[src/rtl/dynamic_fifo_ctrl.sv]
// dynamic_fifo_ctrl: pointer/occupancy controller that turns an external simple dual-port RAM
// into a FIFO whose depth, almost-full and almost-empty thresholds can be changed at run time.
// Depth changes with data present go through a DRAIN state that blocks pushes until empty.
// Optional feature macro: DYNFIFO_STALL_STATS_EN adds saturating push/pop stall counters.
module dynamic_fifo_ctrl #(
    parameter int unsigned DATA_WIDTH = 8,
    parameter int unsigned ADDR_WIDTH = 4
) (
    input  logic                  clk,
    input  logic                  rst_n,
    input  logic                  push_valid_i,
    output logic                  push_ready_o,
    input  logic [DATA_WIDTH-1:0] push_data_i,
    output logic                  pop_valid_o,
    input  logic                  pop_ready_i,
    output logic [DATA_WIDTH-1:0] pop_data_o,
    input  logic [ADDR_WIDTH:0]   cfg_depth_i,
    input  logic [ADDR_WIDTH:0]   cfg_af_i,
    input  logic [ADDR_WIDTH:0]   cfg_ae_i,
    input  logic                  cfg_load_i,
    output logic                  cfg_busy_o,
    output logic [ADDR_WIDTH:0]   count_o,
    output logic                  full_o,
    output logic                  empty_o,
    output logic                  almost_full_o,
    output logic                  almost_empty_o,
    output logic                  ram_we_o,
    output logic [ADDR_WIDTH-1:0] ram_waddr_o,
    output logic [DATA_WIDTH-1:0] ram_wdata_o,
    output logic                  ram_re_o,
    output logic [ADDR_WIDTH-1:0] ram_raddr_o,
    input  logic [DATA_WIDTH-1:0] ram_rdata_i
`ifdef DYNFIFO_STALL_STATS_EN
    ,
    input  logic                  stat_clear_i,
    output logic [15:0]           push_stall_cnt_o,
    output logic [15:0]           pop_stall_cnt_o
`endif
);

    localparam logic [ADDR_WIDTH:0] MaxDepth = {1'b1, {ADDR_WIDTH{1'b0}}};
    localparam logic [ADDR_WIDTH:0] AfReset  = {1'b0, {ADDR_WIDTH{1'b1}}};
    localparam logic [ADDR_WIDTH:0] AeReset  = {{ADDR_WIDTH{1'b0}}, 1'b1};

    typedef enum logic [0:0] {StRun, StDrain} state_e;

    state_e                state_q;
    logic                  cfg_busy_q;
    logic [ADDR_WIDTH-1:0] wr_ptr_q, wr_ptr_d;
    logic [ADDR_WIDTH-1:0] rd_ptr_q, rd_ptr_d;
    logic [ADDR_WIDTH:0]   count_q, count_d;
    logic [ADDR_WIDTH:0]   depth_q, af_q, ae_q;
    logic [ADDR_WIDTH:0]   sh_depth_q, sh_af_q, sh_ae_q;
    logic                  push_fire, pop_fire;

    // Zero or oversized depth requests fall back to the full RAM.
    function automatic logic [ADDR_WIDTH:0] clamp_depth(input logic [ADDR_WIDTH:0] d);
        if (d == '0 || d > MaxDepth) return MaxDepth;
        return d;
    endfunction

    function automatic logic [ADDR_WIDTH-1:0] ptr_inc(input logic [ADDR_WIDTH-1:0] p,
                                                      input logic [ADDR_WIDTH:0]   d);
        if ({1'b0, p} == d - 1'b1) return '0;
        return p + 1'b1;
    endfunction

    assign full_o         = (count_q == depth_q);
    assign empty_o        = (count_q == '0);
    assign almost_full_o  = (count_q >= af_q);
    assign almost_empty_o = (count_q <= ae_q);
    assign count_o        = count_q;
    assign cfg_busy_o     = cfg_busy_q;
    assign pop_valid_o    = !empty_o;
    assign push_ready_o   = !full_o && (state_q == StRun);
    assign push_fire      = push_valid_i && push_ready_o;
    assign pop_fire       = pop_valid_o && pop_ready_i;

    assign ram_we_o    = push_fire;
    assign ram_waddr_o = wr_ptr_q;
    assign ram_wdata_o = push_data_i;
    assign ram_re_o    = pop_valid_o;
    assign ram_raddr_o = rd_ptr_q;
    assign pop_data_o  = ram_rdata_i;

    // Normal-operation pointer and occupancy update, before any config override.
    always_comb begin
        wr_ptr_d = wr_ptr_q;
        rd_ptr_d = rd_ptr_q;
        count_d  = count_q;
        if (push_fire) wr_ptr_d = ptr_inc(wr_ptr_q, depth_q);
        if (pop_fire)  rd_ptr_d = ptr_inc(rd_ptr_q, depth_q);
        unique case ({push_fire, pop_fire})
            2'b10:   count_d = count_q + 1'b1;
            2'b01:   count_d = count_q - 1'b1;
            default: count_d = count_q;
        endcase
    end

    // Run/drain FSM; applying a config clears pointers and count (a push coinciding
    // with an immediate apply is discarded along with the old layout).
    always_ff @(posedge clk or negedge rst_n) begin
        if (!rst_n) begin
            state_q    <= StRun;
            cfg_busy_q <= 1'b0;
            wr_ptr_q   <= '0;
            rd_ptr_q   <= '0;
            count_q    <= '0;
            depth_q    <= MaxDepth;
            af_q       <= AfReset;
            ae_q       <= AeReset;
            sh_depth_q <= MaxDepth;
            sh_af_q    <= AfReset;
            sh_ae_q    <= AeReset;
        end else begin
            wr_ptr_q <= wr_ptr_d;
            rd_ptr_q <= rd_ptr_d;
            count_q  <= count_d;
            unique case (state_q)
                StRun: begin
                    if (cfg_load_i) begin
                        if (count_q == '0) begin
                            depth_q  <= clamp_depth(cfg_depth_i);
                            af_q     <= cfg_af_i;
                            ae_q     <= cfg_ae_i;
                            wr_ptr_q <= '0;
                            rd_ptr_q <= '0;
                            count_q  <= '0;
                        end else begin
                            sh_depth_q <= clamp_depth(cfg_depth_i);
                            sh_af_q    <= cfg_af_i;
                            sh_ae_q    <= cfg_ae_i;
                            state_q    <= StDrain;
                            cfg_busy_q <= 1'b1;
                        end
                    end
                end
                StDrain: begin
                    if (count_q == '0) begin
                        depth_q    <= sh_depth_q;
                        af_q       <= sh_af_q;
                        ae_q       <= sh_ae_q;
                        wr_ptr_q   <= '0;
                        rd_ptr_q   <= '0;
                        state_q    <= StRun;
                        cfg_busy_q <= 1'b0;
                    end
                end
                default: begin
                    state_q    <= StRun;
                    cfg_busy_q <= 1'b0;
                end
            endcase
        end
    end

`ifdef DYNFIFO_STALL_STATS_EN
    logic [15:0] push_stall_q, pop_stall_q;

    // Saturating stall counters; clear wins over increment.
    always_ff @(posedge clk or negedge rst_n) begin
        if (!rst_n) begin
            push_stall_q <= '0;
            pop_stall_q  <= '0;
        end else if (stat_clear_i) begin
            push_stall_q <= '0;
            pop_stall_q  <= '0;
        end else begin
            if (push_valid_i && !push_ready_o && push_stall_q != 16'hFFFF) begin
                push_stall_q <= push_stall_q + 16'd1;
            end
            if (pop_ready_i && !pop_valid_o && pop_stall_q != 16'hFFFF) begin
                pop_stall_q <= pop_stall_q + 16'd1;
            end
        end
    end

    assign push_stall_cnt_o = push_stall_q;
    assign pop_stall_cnt_o  = pop_stall_q;
`endif

endmodule

[config.mk]
export PLATFORM = sky130hd
export DESIGN_NAME = dynamic_fifo_ctrl
export DESIGN_NICKNAME = d
export VERILOG_FILES = /design/src/rtl/dynamic_fifo_ctrl.sv
export SDC_FILE = /design/constraint.sdc
export NUM_CORES = 1
export LEC_CHECK = 0
export ABC_AREA = 1
export ABC_CLOCK_PERIOD_IN_PS = 2040
export CAP_MARGIN = 15
export CORE_MARGIN = 10
export CORE_UTILIZATION = 30
export CTS_BUF_LIST = sky130_fd_sc_hd__clkbuf_8 sky130_fd_sc_hd__clkbuf_16
export DETAILED_ROUTE_END_ITERATION = 8
export DONT_BUFFER_PORTS = 1
export GPL_ROUTABILITY_DRIVEN = 0
export PLACE_DENSITY_LB_ADDON = 0.08
export SYNTH_ARGS = -nofsm -noshare
export SYNTH_HDL_FRONTEND = slang
export SYNTH_SLANG_ARGS = --single-unit
[constraint.sdc]
create_clock -name clk -period 2.04 [get_ports clk]
set_input_delay 0.612 -clock clk [delete_from_list [all_inputs] [get_ports clk]]
set_output_delay 0.612 -clock clk [all_outputs]
set_load 0.05 [all_outputs]
# After elaboration in Yosys (flattened, before gate mapping)
# Index checks and enable logic that the tools add are counted.
# classes
reduce_logical	11
eq_ne	9
magnitude_cmp	3
bitwise	2
addsub	5
muxes	49
# op_table
operator	n
2-to-1 mux 5 bit	15
2-to-1 mux 4 bit	10
case mux 5 bit (2 select lines)	4
2-to-1 mux 1 bit	16
case mux 4 bit (2 select lines)	2
equality test 4 x 5 -> 1 bit	2
zero test 5 bit	2
subtractor 5 x 1 -> 5 bit (second input constant)	2
AND reduction 3 bit	3
adder 4 x 1 -> 4 bit (second input constant)	2
inequality test 2 bit (second input constant)	4
adder 5 x 1 -> 5 bit (second input constant)	1
equality test 5 bit	1
>= comparator 5 bit	1
> comparator 5 bit (second input constant)	1
<= comparator 5 bit	1
case mux 1 bit (2 select lines)	2
logical AND 1 bit	3
equality test 2 x 1 -> 1 bit (second input constant)	1
equality test 2 bit (second input constant)	1
zero test 1 bit	2
inverter 1 bit	2
logical OR 1 bit	1
# word_totals
word_cells	90
out_inout_bits	38
reg_bits	45

# Logic depth before layout (Yosys ltp)
# Gate-level depths: netlist of run 1.
# logic_depth
depth_word	10
mapped_depth	14

# Least setup slack after synthesis of run 1
# Ideal clock, no wire load.
# synth_timing
path_type	reg2out
startpoint	register count_q[0] (netlist: count_o[0])
endpoint	output almost_full_o
path_stages_with_launch	9
path_buffers	0
setup_slack_ps	-886
arrival_ps	2314
required_ps	1428
path_cell_list	dfrtp_1 -> inv_1 -> ha_1 -> inv_1 -> nand2_1 -> a21oi_1 -> o21bai_1 -> a21oi_1 -> o21bai_1
# synth_via
elab_chain_len	1
# synth_rtl
element	line	text
start, declared	51	logic [ADDR_WIDTH:0] count_q, count_d;
start signal, assigned	118	count_q <= count_d;
>= comparator 5 bit	70	assign almost_full_o = (count_q >= af_q);
end, declared	25	output logic almost_full_o,
# No other way between the ends.

# Final worst setup path of run 1
# layout_timing
startpoint	register count_q[3] (netlist: count_o[3])
endpoint	output almost_empty_o
# layout_via
elab_chain_len	1
# layout_rtl
element	line	text
<= comparator 5 bit	71	assign almost_empty_o = (count_q <= ae_q);
end, declared	26	output logic almost_empty_o,
# No other way between the ends.

==> impl_metrics.ini, run 1 <==
[placement]
port_buffers = 0
hpwlAfterDp_um = 6090
dpl_worst_slack_ps = -160

[cts]
htreeDepth = 2
cts_buffers = 5
clockBufferDepth = 2
path_clk_slew_ps = 100
root_buffer = clkbuf_8
cts_tree = done
cts_sinks = 45
clk_latency_ps = 310

[pwr]
p_per_area_nw_per_um2 = 1760
p_leak_uw = 0.00183
finalPower_uw = 6940
peakVddDrop_uv = 777

[yosys]
synth_top_family_by_area = simple AND/OR/NAND/NOR gates
synth_compound_area_frac = 0.130
syn_area_um2 = 2930
avgSynthCellArea_um2 = 7.96
yosysWarnings = 0
synth_xor_area_frac = 0.0419
synth_common_cells = nand2_1, inv_1, o21ai_0
yosys.area_share.simple = 0.211
synth_area_leaders = dfrtp_1, dfstp_2, nand2_1
ys_async_sr_fraction = 1.00
synth_top_area_frac = 0.282
ys_seq_area_frac = 0.390
synth.mux.area_fraction = 0
synth_nets = 425
synth-seq-cells = 45
synth_adder_area_share = 0.0923
synth_most_common_cell = nand2_1
netlist_instances = 368
yosys.cell_types.count = 36
synthFlopType = dfrtp_1
synth_top_area_cell = dfrtp_1
synth_enable_flop_cells = 0

[sta]
rsz0062_at_grt = yes
hold_violations = 0
fin_crit_sh = 1.19
setup_violations = 26
whs_ps = 136
max_freq_mhz = 413
setup_ws_ps = -384
period_needed_ps = 2420
max_slew_margin = 0.607
worst_clock_skew_ps = 7.97
slew_viol_final = 0
worst_pin_slew_ps = 589

[detailed_routing]
via_per_inst = 4.48
drcViolationCount = 0
wire_per_inst_um = 15.4
antenna_left = 0
wirelength_um = 8350
first_pass_iters = 4
dr_total_vias = 2434
drt_iter0_drc = 82

[critical_path]
cp.arrival_ps = 1810
endpoint_kind = output port
path_class = flop to output port
cp-start-kind = flop
cp_max_fo = 6
cp_data_required_time_ps = 1430

[finish]
diodes = 0
layout-drive-gt1-share = 0.376
fillers = 1014
final_nets = 466
syn_to_final_growth_pct = 34.7
post-route-util = 0.409

[floorplanning]
io_pins = 74
placementRows = 36
die_x_um = 119
dieArea_um2 = 14100
core_area_um2 = 9640
die_h_um = 119
initial_core_util = 0.304

[global_routing]
grt_pass1_vias = 2414
grt_pass1_wl_um = 13200
grt_usage = 0.115
grt.overflow.total = 0
antenna_found_initial = 0
grt_max_degree = 34

[min_path]
min_path_type = primary input to async pin

[outcome]
outcome = finished, violations left
failed_checks = negative setup slack

[job]
max_cap_violations = 0
flip-flops by register name, indices dropped and copies added (netlist names), 4 cells and up:
register / count
sh_af_q: 5
depth_q: 5
ae_q: 5
count_o: 5
ram_waddr_o: 4
sh_ae_q: 5
af_q: 5
sh_depth_q: 5
ram_raddr_o: 4
repair_timing:
action / 4_1_cts / 5_1_grt
resized for setup: 31 / 61
endpoints found under the setup margin: 11 / 31
cloned: 0 / 3
hold buffers: 1 / 0
pin swaps: 13 / 20
hold endpoints to repair: 33 / 0
setup buffers: 6 / 7
per-stage QoR:
step	area (um^2)	TNS, ps	std cells
floorplan	3040	-1410	368
global placement	3430	-468	519
detailed placement	3430	-556	519
CTS	3710	-2400	534
global route	3950	-5700	543
finish	3950	-3250	543
per-layer routing:
metal,vias to the layer above,track usage,wire (um)
li1,1260,-,-
met1,1134,0.159,4150
met2,33,0.172,3750
met3,7,0.0293,392
met4,0,0.0305,57
met5,-,0,0
cell usage in the layout (no fill, tap or decap), types with 9 or more instances in the layout:
cell	count
buf_12	9
buf_4	38
buf_6	15
dfrtp_1	28
dfstp_2	12
ha_1	13
inv_1	42
nand2_1	72
nand3_1	15
nor2_1	17
o211ai_1	9
o21ai_0	19
o21ai_1	11
xor2_1	9
power breakdown:
group | leakage (uW) | switching (uW) | internal (uW) | total, uW
Combinational | 0.00127 | 2480 | 1960 | 4440
Sequential | 0.000520 | 472 | 1430 | 1900
Clock | 0.0000452 | 355 | 251 | 606
Total | 0.00183 | 3300 | 3640 | 6940
final cells by class:
| type | count | area [um^2] | share of cell area |
|---|---|---|---|
| multi-input cells | 240 | 1670 | 0.422 |
| flip-flops and latches | 45 | 1150 | 0.293 |
| repair buffers | 62 | 634 | 0.161 |
| inverters | 55 | 231 | 0.0587 |
| well taps | 133 | 166 | 0.0422 |
| clock buffers | 5 | 68.8 | 0.0174 |
| clock inverters | 3 | 25.0 | 0.00634 |
kinds of logic after synthesis:
| logic type | Yosys count |
|---|---|
| simple gates | 139 |
| fa+ha+maj | 21 |
| buf+inv | 83 |
| flops | 45 |
| xor+xnor | 14 |
| compound gates | 66 |
worst max-delay path, cell delays in order, from the launching register on:
cell     delay (ps)
dfrtp_4         540
buf_6           180
ha_1            290
nand2_1         130
nor2_2           70
o22ai_4         140
buf_12          160
worst paths after layout:
check,startpoint,endpoint,slack (ps),depth (start not counted)
setup reg to reg,count_o[2],count_o[4],-270,15
hold reg to reg,sh_af_q[0],sh_af_q[0],480,2
min in group clk,cfg_ae_i[0],sh_ae_q[0],380,2
max in group asynchronous,rst_n,count_o[2],1700,1
hold / removal,rst_n,sh_depth_q[3],140,1
setup / recovery,count_o[3],almost_empty_o,-380,6
(Power assumes the default switching activity.)
==> inputs of run 2 (changes only) <==
--- a/config.mk
+++ b/config.mk
@@ -9,7 +9,7 @@
 export ABC_CLOCK_PERIOD_IN_PS = 2040
 export CAP_MARGIN = 15
 export CORE_MARGIN = 10
-export CORE_UTILIZATION = 30
+export CORE_UTILIZATION = 44
 export CTS_BUF_LIST = sky130_fd_sc_hd__clkbuf_8 sky130_fd_sc_hd__clkbuf_16
 export DETAILED_ROUTE_END_ITERATION = 8
 export DONT_BUFFER_PORTS = 1
==> run 2 against run 1 <==
  * The run still ends with negative setup slack left
  * Clock-buffer cell count is 1 higher
  * Global-route usage rose by 2.8 points
  * First-iteration DRC count is 33% higher
  * Worst hold slack better by 3.1 ps
  * Sequential cell count stayed put
  * Critical path type unchanged
==> impl_metrics.ini, run 2 (same netlist as run 1, synthesis figures left out) <==
[detailed_routing]
drcViolationCount = 0
dr_total_vias = 2419
drt_iter0_drc = 109
first_pass_iters = 4
antenna_left = 0
via_per_inst = 4.97
wire_per_inst_um = 15.0
wirelength_um = 7290

[job]
max_cap_violations = 0

[outcome]
outcome = finished, violations left
failed_checks = negative setup slack

[critical_path]
path_buf_inv = 3
r2r-end = count_o[4]
r2r_slack_ps = -250
cp_data_required_time_ps = 1430
cp.arrival_ps = 1830
critical_path.cell_chain = buf_12 > ha_4 > inv_2 > o21bai_1 > a21oi_1 > nor2_2 > o22ai_4 > buf_12
crit_family = flip-flops
cp-start-kind = flop
path_class = flop to output port
critical-path-max-stage-delay_ps = 500
rr_worst_depth = 15
slowest_stage = dfrtp_4
r2r-start = count_o[1]
path_common_cell = buf_12
cp_max_fo = 4
endpoint_kind = output port

[cts]
clk_latency_ps = 300
cts_buffers = 5
htreeDepth = 2
path_clk_slew_ps = 100
clockBufferDepth = 2
root_buffer = clkbuf_8
cts_sinks = 45
cts_tree = done

[placement]
hpwlAfterDp_um = 5420
port_buffers = 0

[finish]
final_nets = 466
fillers = 571
syn_to_final_growth_pct = 31.2
layout_commonest_cell = nand2_1
layout_common_cells = nand2_1, inv_1, buf_4, o21ai_0, dfrtp_1
layout-drive-gt1-share = 0.329
diodes = 0

[sta]
slew_viol_final = 0
max_slew_margin = 0.603
worst_pin_slew_ps = 596
worst_clock_skew_ps = 6.54
setup_violations = 11
period_needed_ps = 2440
setup_ws_ps = -400
tns_ps = -2510
hold_violations = 0
max_freq_mhz = 410
fin_crit_sh = 1.20
whs_ps = 139
rsz0062_at_grt = yes

[floorplanning]
die_h_um = 102
dieArea_um2 = 10300
io_pins = 74
die_x_um = 102
core_area_um2 = 6420
placementRows = 29
initial_core_util = 0.456

[global_routing]
grt_usage = 0.142
met1_usage = 0.191
use_met3 = 0.0415
grt_pass1_wl_um = 11700
grt_pass1_vias = 2335
grtUsageMet2 = 0.217
antenna_found_initial = 0
grt_max_degree = 34
grt-busiest-layer = met2
grt.overflow.total = 0

[pwr]
peakVddDrop_uv = 570
p_per_area_nw_per_um2 = 1800
p_leak_uw = 0.00182

[min_path]
min_path_type = primary input to async pin
-- run 2: worst max-delay path by stage --
stage,start,endpoint,slack (ps),cells past startpoint
2_1_floorplan,count_o[3],count_o[4],-380,12
3_3_place_gp,count_o[2],count_o[3],-140,13
3_5_place_dp,count_o[3],count_o[2],-210,12
4_1_cts,count_o[1],almost_empty_o,-440,8
5_1_grt,count_o[1],almost_empty_o,-510,8
6_report,count_o[1],almost_empty_o,-400,8
-- run 2: where the power goes --
group	internal [uW]	leakage (uW)	switching, uW	total (uW)
logic	1910	0.00123	2340	4250
registers	1430	0.000520	508	1940
clock network	408	0.0000633	334	742
total	3750	0.00182	3180	6930
-- run 2: stage by stage --
step	area, um^2	power (uW)	util	setup WS (ps)	instances
floorplan	3040	4430	-	-376	368
global placement	3380	5610	0.526	-145	466
detailed placement	3380	5680	0.526	-213	466
CTS	3640	6610	0.566	-438	478
global route	3840	7520	0.598	-509	487
finish	3840	6930	0.598	-400	487
-- run 2: final cells by class --
type | count | area (um^2) | share of cell area
Sequential cell | 45 | 1150 | 0.300
Inverter | 55 | 224 | 0.0583
Clock buffer | 6 | 82.6 | 0.0215
Timing Repair Buffer | 62 | 606 | 0.158
Tap cell | 77 | 96.3 | 0.0251
Multi-Input combinational cell | 240 | 1640 | 0.426
Clock inverter | 2 | 41.3 | 0.0107
-- run 2: what timing repair did --
item / CTS / global route
setup buffers: 3 / 7
resized for setup: 22 / 30
gates cloned: 0 / 2
hold buffers: 1 / 0
endpoints found under the setup margin: 11 / 25
hold endpoints to repair: 33 / 0
pin swaps: 6 / 20
-- run 2: routing by layer --
metal | part of all wire | routed length (um)
met4 | 0.0089 | 65
met1 | 0.46 | 3390
met3 | 0.075 | 545
met2 | 0.45 | 3290
met5 | 0 | 0
==> inputs of run 3 (changes only) <==
--- a/config.mk
+++ b/config.mk
@@ -5,7 +5,6 @@
 export SDC_FILE = /design/constraint.sdc
 export NUM_CORES = 1
 export LEC_CHECK = 0
-export ABC_AREA = 1
 export ABC_CLOCK_PERIOD_IN_PS = 2040
 export CAP_MARGIN = 15
 export CORE_MARGIN = 10
==> run 3 against run 2 <==
  * The flow still finishes with violations (negative setup slack)
  * Clock skew hardly changed
  * Global-route usage is 0.29 points lower
  * Area after synthesis is 2.8% lower
  * Wire length is 4.4% lower
  * Worst hold slack worse by 5.0 ps
  * Core utilization is 2.2 points higher
  * Worst setup slack worse by 260 ps
  * Critical path depth stayed put
  * Highest routed layer unchanged
==> impl_metrics.ini, run 3 <==
[outcome]
outcome = finished, violations left
failed_checks = negative setup slack

[pwr]
power_frac_clock = 0.093
comb_power_share = 0.669
p_per_area_nw_per_um2 = 2000
switching_share = 0.442
p_int_uw = 4380
peakVddDrop_uv = 1100
finalPower_uw = 7850
p_seq_frac = 0.238
p_leak_uw = 0.00177
power_switching_uw = 3470

[sta]
period_needed_ps = 2700
slew_viol_final = 0
whs_ps = 134
setup_violations = 43
max_slew_margin = 0.584
fin_crit_sh = 1.32
tns_ps = -11330
max_freq_mhz = 371
setup_ws_ps = -656
worst_clock_skew_ps = 6.86
hold_violations = 0
worst_pin_slew_ps = 623
rsz0062_at_grt = yes

[floorplanning]
io_pins = 74
dieArea_um2 = 10100
die_x_um = 100
placementRows = 29
initial_core_util = 0.451
die_h_um = 100
core_area_um2 = 6310

[detailed_routing]
first_pass_iters = 4
met2_wirelength_um = 3410
met3WireLength_um = 504
dr_total_vias = 2134
top_layer_used = met4
wire_per_inst_um = 17.6
via_per_inst = 5.38
wirelength_um = 6970
drt_iter0_drc = 44
antenna_left = 0
drcViolationCount = 0
met1Wirelength_um = 2960

[yosys]
synth_top_area_frac = 0.290
ys_async_sr_fraction = 1.00
synth-seq-cells = 45
synth_nets = 345
synthFlopType = dfrtp_1
yosys.cell_types.count = 48
ys_seq_area_frac = 0.401
synth_top_area_cell = dfrtp_1
yosysWarnings = 0
synth_most_common_cell = dfrtp_1
synth_common_cells = dfrtp_1, nand2_1, o21ai_0
avgSynthCellArea_um2 = 9.89
synth_enable_flop_cells = 0
synth_area_leaders = dfrtp_1, dfstp_2, ha_1
syn_area_um2 = 2850
netlist_instances = 288

[global_routing]
grt_max_degree = 34
grt_usage = 0.139
grt.overflow.total = 0
grt_pass1_wl_um = 11500
antenna_found_initial = 0
grt_pass1_vias = 2231

[critical_path]
cp.arrival_ps = 2080
cp_max_fo = 7
rr_worst_depth = 10
r2r-start = count_o[0]
cp-start-kind = flop
cp_data_required_time_ps = 1430
crit_start = count_o[1]
path_class = flop to output port
endpoint_kind = output port

[placement]
placed_cells = 380
port_buffers = 0
hpwlAfterDp_um = 4820
dpl_worst_slack_ps = -619

[cts]
clockBufferDepth = 2
root_buffer = clkbuf_8
cts_buffers = 5
path_clk_slew_ps = 90
clk_latency_ps = 300
cts_tree = done
htreeDepth = 2
cts_sinks = 45

[min_path]
min_path_type = primary input to async pin

[job]
max_cap_violations = 0

[finish]
fillers = 528
layout_commonest_cell = buf_4
fin_cells = 397
final_nets = 376
syn_to_final_growth_pct = 37.5
layout-drive-gt1-share = 0.516
layout_common_cells = buf_4, dfrtp_1, nor2_1, ha_1, mux2i_1
diodes = 0
[run 3: changes by cell type in the layout (fill, tap and decap cells not counted), moves of 9 or more]
cell      change
mux2_4       +10
buf_4        -16
o211ai_1      -9
nand3_1      -12
inv_1        -33
o21ai_2       +9
o21ai_0      -25
mux2i_1      +14
nand2_1      -70
[run 3: routing by layer]
metal / GRT usage / up-vias
li1: - / 1031
met1: 0.172 / 1045
met2: 0.232 / 50
met3: 0.0412 / 8
met4: 0.0326 / 0
met5: 0 / -
[run 3: worst max-delay path: stages, from the launching register on]
cell and delay, ps:
dfrtp_4 490, buf_12 170, ha_4 220, nor2b_4 120, o21a_1 160, o21a_1 160, o21a_1 190, o22ai_4 120
buf_12 160
[run 3: metrics by stage]
step,cell area [um^2],util
final,3920,0.620
after global routing,3920,0.620
after CTS,3850,0.610
after detailed placement,3310,0.524
after global placement,3310,0.524
after floorplan,3080,-
[run 3: power by group through the flow]
stage | Combinational (uW) | Clock, uW | Sequential (uW)
after global routing | 5720 | 769 | 1930
after CTS | 5170 | 739 | 1860
after detailed placement | 4250 | 0 | 1840
after floorplan | 2950 | 0 | 2130
after global placement | 4210 | 0 | 1830
final | 5250 | 727 | 1870
[run 3: area by class of cell]
cell class	instances	area, um^2	area share
clock inverters	2	37.5	0.00958
repair buffers	51	596	0.152
well taps	77	96.3	0.0246
clock buffers	6	82.6	0.0211
multi-input cells	199	1870	0.476
flip-flops and latches	45	1150	0.295
inverters	17	83.8	0.0214
[run 3: logic make-up after synthesis]
family / Yosys count / share of synthesized area
AO/OA/AOI/OAI: 54 / 0.119
XOR/XNOR: 22 / 0.0725
adder cells (fa/ha/maj): 21 / 0.0949
buffers and inverters: 46 / 0.0874
flip-flops: 45 / 0.401
multiplexers: 24 / 0.0888
AND/OR/NAND/NOR: 76 / 0.137
[run 3: final timing paths]
check,endpoint,slack [ps]
worst max-delay path,almost_empty_o,-660
worst min-delay path,sh_depth_q[3],130
worst max register to register,count_o[4],-600
worst min register to register,sh_depth_q[4],480
max in group asynchronous,count_o[1],1710
min in group clk,sh_ae_q[3],450
[run 3: what timing repair did]
action,4_1_cts,5_1_grt
buffers inserted,4,2
cloned,6,0
endpoints found under the setup margin,51,52
gates resized for setup,67,23
endpoints found under the hold margin,33,0
hold buffers,1,0
pin swaps,22,15
==> variant (config.mk and constraints of run 2) <==
The option `DYNFIFO_STALL_STATS_EN` is turned on by a define.
--- a/src/rtl/dynamic_fifo_ctrl.sv
+++ b/src/rtl/dynamic_fifo_ctrl.sv
@@ -2,6 +2,8 @@
 // into a FIFO whose depth, almost-full and almost-empty thresholds can be changed at run time.
 // Depth changes with data present go through a DRAIN state that blocks pushes until empty.
 // Optional feature macro: DYNFIFO_STALL_STATS_EN adds saturating push/pop stall counters.
+`define DYNFIFO_STALL_STATS_EN
+
 module dynamic_fifo_ctrl #(
     parameter int unsigned DATA_WIDTH = 8,
     parameter int unsigned ADDR_WIDTH = 4
Ports: changed (added pop_stall_cnt_o, push_stall_cnt_o and stat_clear_i); port bits go from 74 to 107. No check against the original RTL was run, so the function may have changed too.
==> variant against run 2 <==
The flow finishes with violations (hold timing, setup timing); synthesized area is 70% higher; wire length increased by 98%; total power up 35%; cell count up 85%; sequential power is 28% higher; clock power rose by 100%; combinational power increased by 27%; die area grew 55%; setup slack better by 5.5 ps; via count rose by 91%; highest routed layer unchanged; count of clock-buffer cells in the layout grew 5; final area up 78%; sequential cell count up 32.
==> variant: results (changes against run 2) <==
stage	metric	value	unit	change
grt	routing usage on met3	4.66	%	was 4.15%
grt	grt met2 use	28.8	%	was 21.7%
final_layout	Non-CTS buffers	115		was 62
grt	first-pass GRT wire length	22.3	mm	was 11.7 mm
drt	vias per cell	5.13		was 4.97
drt	initial drt markers	232		was 109
drt	M1 WL	6.07	mm	was 3.39 mm
final_layout	Multi-input gate area	3010	µm²	was 1640 µm²
timing	Hold Violations, Final	65		was 0
drt	routed wl met3	856	µm	was 545 µm
critical_path	Reg-to-Reg Start	count_o[2]$_DFF_PN0_		was count_o[1]$_DFF_PN0_
power	worst ir drop on vdd	0.00174	V	was 0.000570 V
clocking	CTS Buffer Depth	2		unchanged
grt	GRT Overall Usage	16.7	%	was 14.2%
critical_path	peak per-stage delay on the critical path	550	ps	was 500 ps
synth	net count after synthesis	720		was 425
clocking	clk_lat worst skew	340	ps	was 300 ps
drt	First-pass DRT Iterations	5		was 4
grt	largest net degree at the start of global routing	78		was 34
timing	Post-Route Setup TNS	-3240	ps	was -2510 ps
timing	final setup violation count	26		was 11
timing	Fin Clk Skew	4.50	ps	was 6.54 ps
synth	Synth Area in Compound Gates	10.4	%	was 13.0%
synth	Area contributors post-synth	dfrtp_1 (33%), nand2_1 (11%), dfstp_2 (6.3%), nand3_1 (5.9%), inv_1 (5.4%)		was dfrtp_1 (28%), dfstp_2 (11%), nand2_1 (11%), ha_1 (8.5%), inv_1 (6.3%)
clocking	H-tree depth reported by CTS	3		was 2
synth	Netlist cell types	43		was 36
final_layout	count of multi-input gates	469		was 240
timing	worst hold slack	-34.5	ps	was 139 ps
drt	metal2 WL	7.31	mm	was 3.29 mm
synth	Primary FF master, synth	dfrtp_1		unchanged
final_layout	Fill cells	914		was 571
critical_path	CP Max Fanout	2		was 4
final_layout	final-layout clock-cell area share	4.09	%	was 3.22%
final_layout	sequential cell area share	28.5	%	was 30.0%
timing	final setup margin	-394	ps	was -400 ps
critical_path	R2R cell count	19		was 15
final_layout	layout cells sized above 1	35.8	%	was 32.9%
timing	Slew Limit Headroom	56.4	%	was 60.3%
final_layout	inverters	85		was 55
final_layout	non-clk buf share	15.8	%	about the same
synth	share of the synthesized area in the top cell type	32.7	%	was 28.2%
grt	M1 GR Usage	19.6	%	was 19.1%
final_layout	Layout Nets	815		was 466
drt	Detailed Route WL	14.4	mm	was 7.29 mm
run_status	status	finished, violations left		unchanged
critical_path	CP max stage cell	dfstp_2		was dfrtp_4
power	Leakage	0.00310	µW	was 0.00182 µW
placement	DP HPWL	9.89	mm	was 5.42 mm
run_status	failing checks	hold timing, setup timing		was setup timing
## variant: cell count changes after synthesis, moves of 7 or more
cell and delta:
nand4_1 +9, dfrtp_1 +32, a21oi_1 +7, nor3_1 +15, nor2_1 +43, nand2_2 +13, xor2_1 +9, clkbuf_1 +9
nand3_1 +42, inv_1 +22, nand2_1 +66
## variant: report_power, final
part	total, µW	switching (µW)	internal, µW
clock	1500	626	879
sequential	2480	427	2050
combinational	5390	3000	2390
total	9370	4050	5310
## variant: how the worst max path moves through the flow
stage,startpoint,endpoint,slack [ps],cells after the start
floorplan,count_o[3]$_DFF_PN0_,count_o[4]$_DFF_PN0_,-570,18
global placement,count_o[2]$_DFF_PN0_,count_o[2]$_DFF_PN0_,-110,15
detailed placement,depth_q[4]$_DFFE_PN1P_,count_o[4]$_DFF_PN0_,-220,18
CTS,af_q[1]$_DFFE_PN1P_,almost_full_o,-430,7
global route,count_o[2]$_DFF_PN0_,count_o[4]$_DFF_PN0_,-470,19
finish,af_q[0]$_DFFE_PN1P_,almost_full_o,-390,8
## variant: repair_timing
| item | CTS | global route |
|---|---|---|
| resized for setup | 46 | 98 |
| gates cloned | 1 | 6 |
| setup endpoints to repair | 25 | 63 |
| hold endpoints to repair | 65 | 65 |
| pin swaps | 19 | 30 |
| setup buffers | 13 | 17 |
## variant: per-stage QoR
step	setup WS [ps]	std cells	util (%)	total power, µW	instance area [µm²]
CTS	-435	883	58.0	8770	6340
finish	-394	902	62.6	9370	6850
detailed placement	-222	853	52.5	6640	5740
global placement	-114	853	52.5	6560	5740
global route	-469	902	62.6	10000	6850
floorplan	-569	662	-	5350	5110
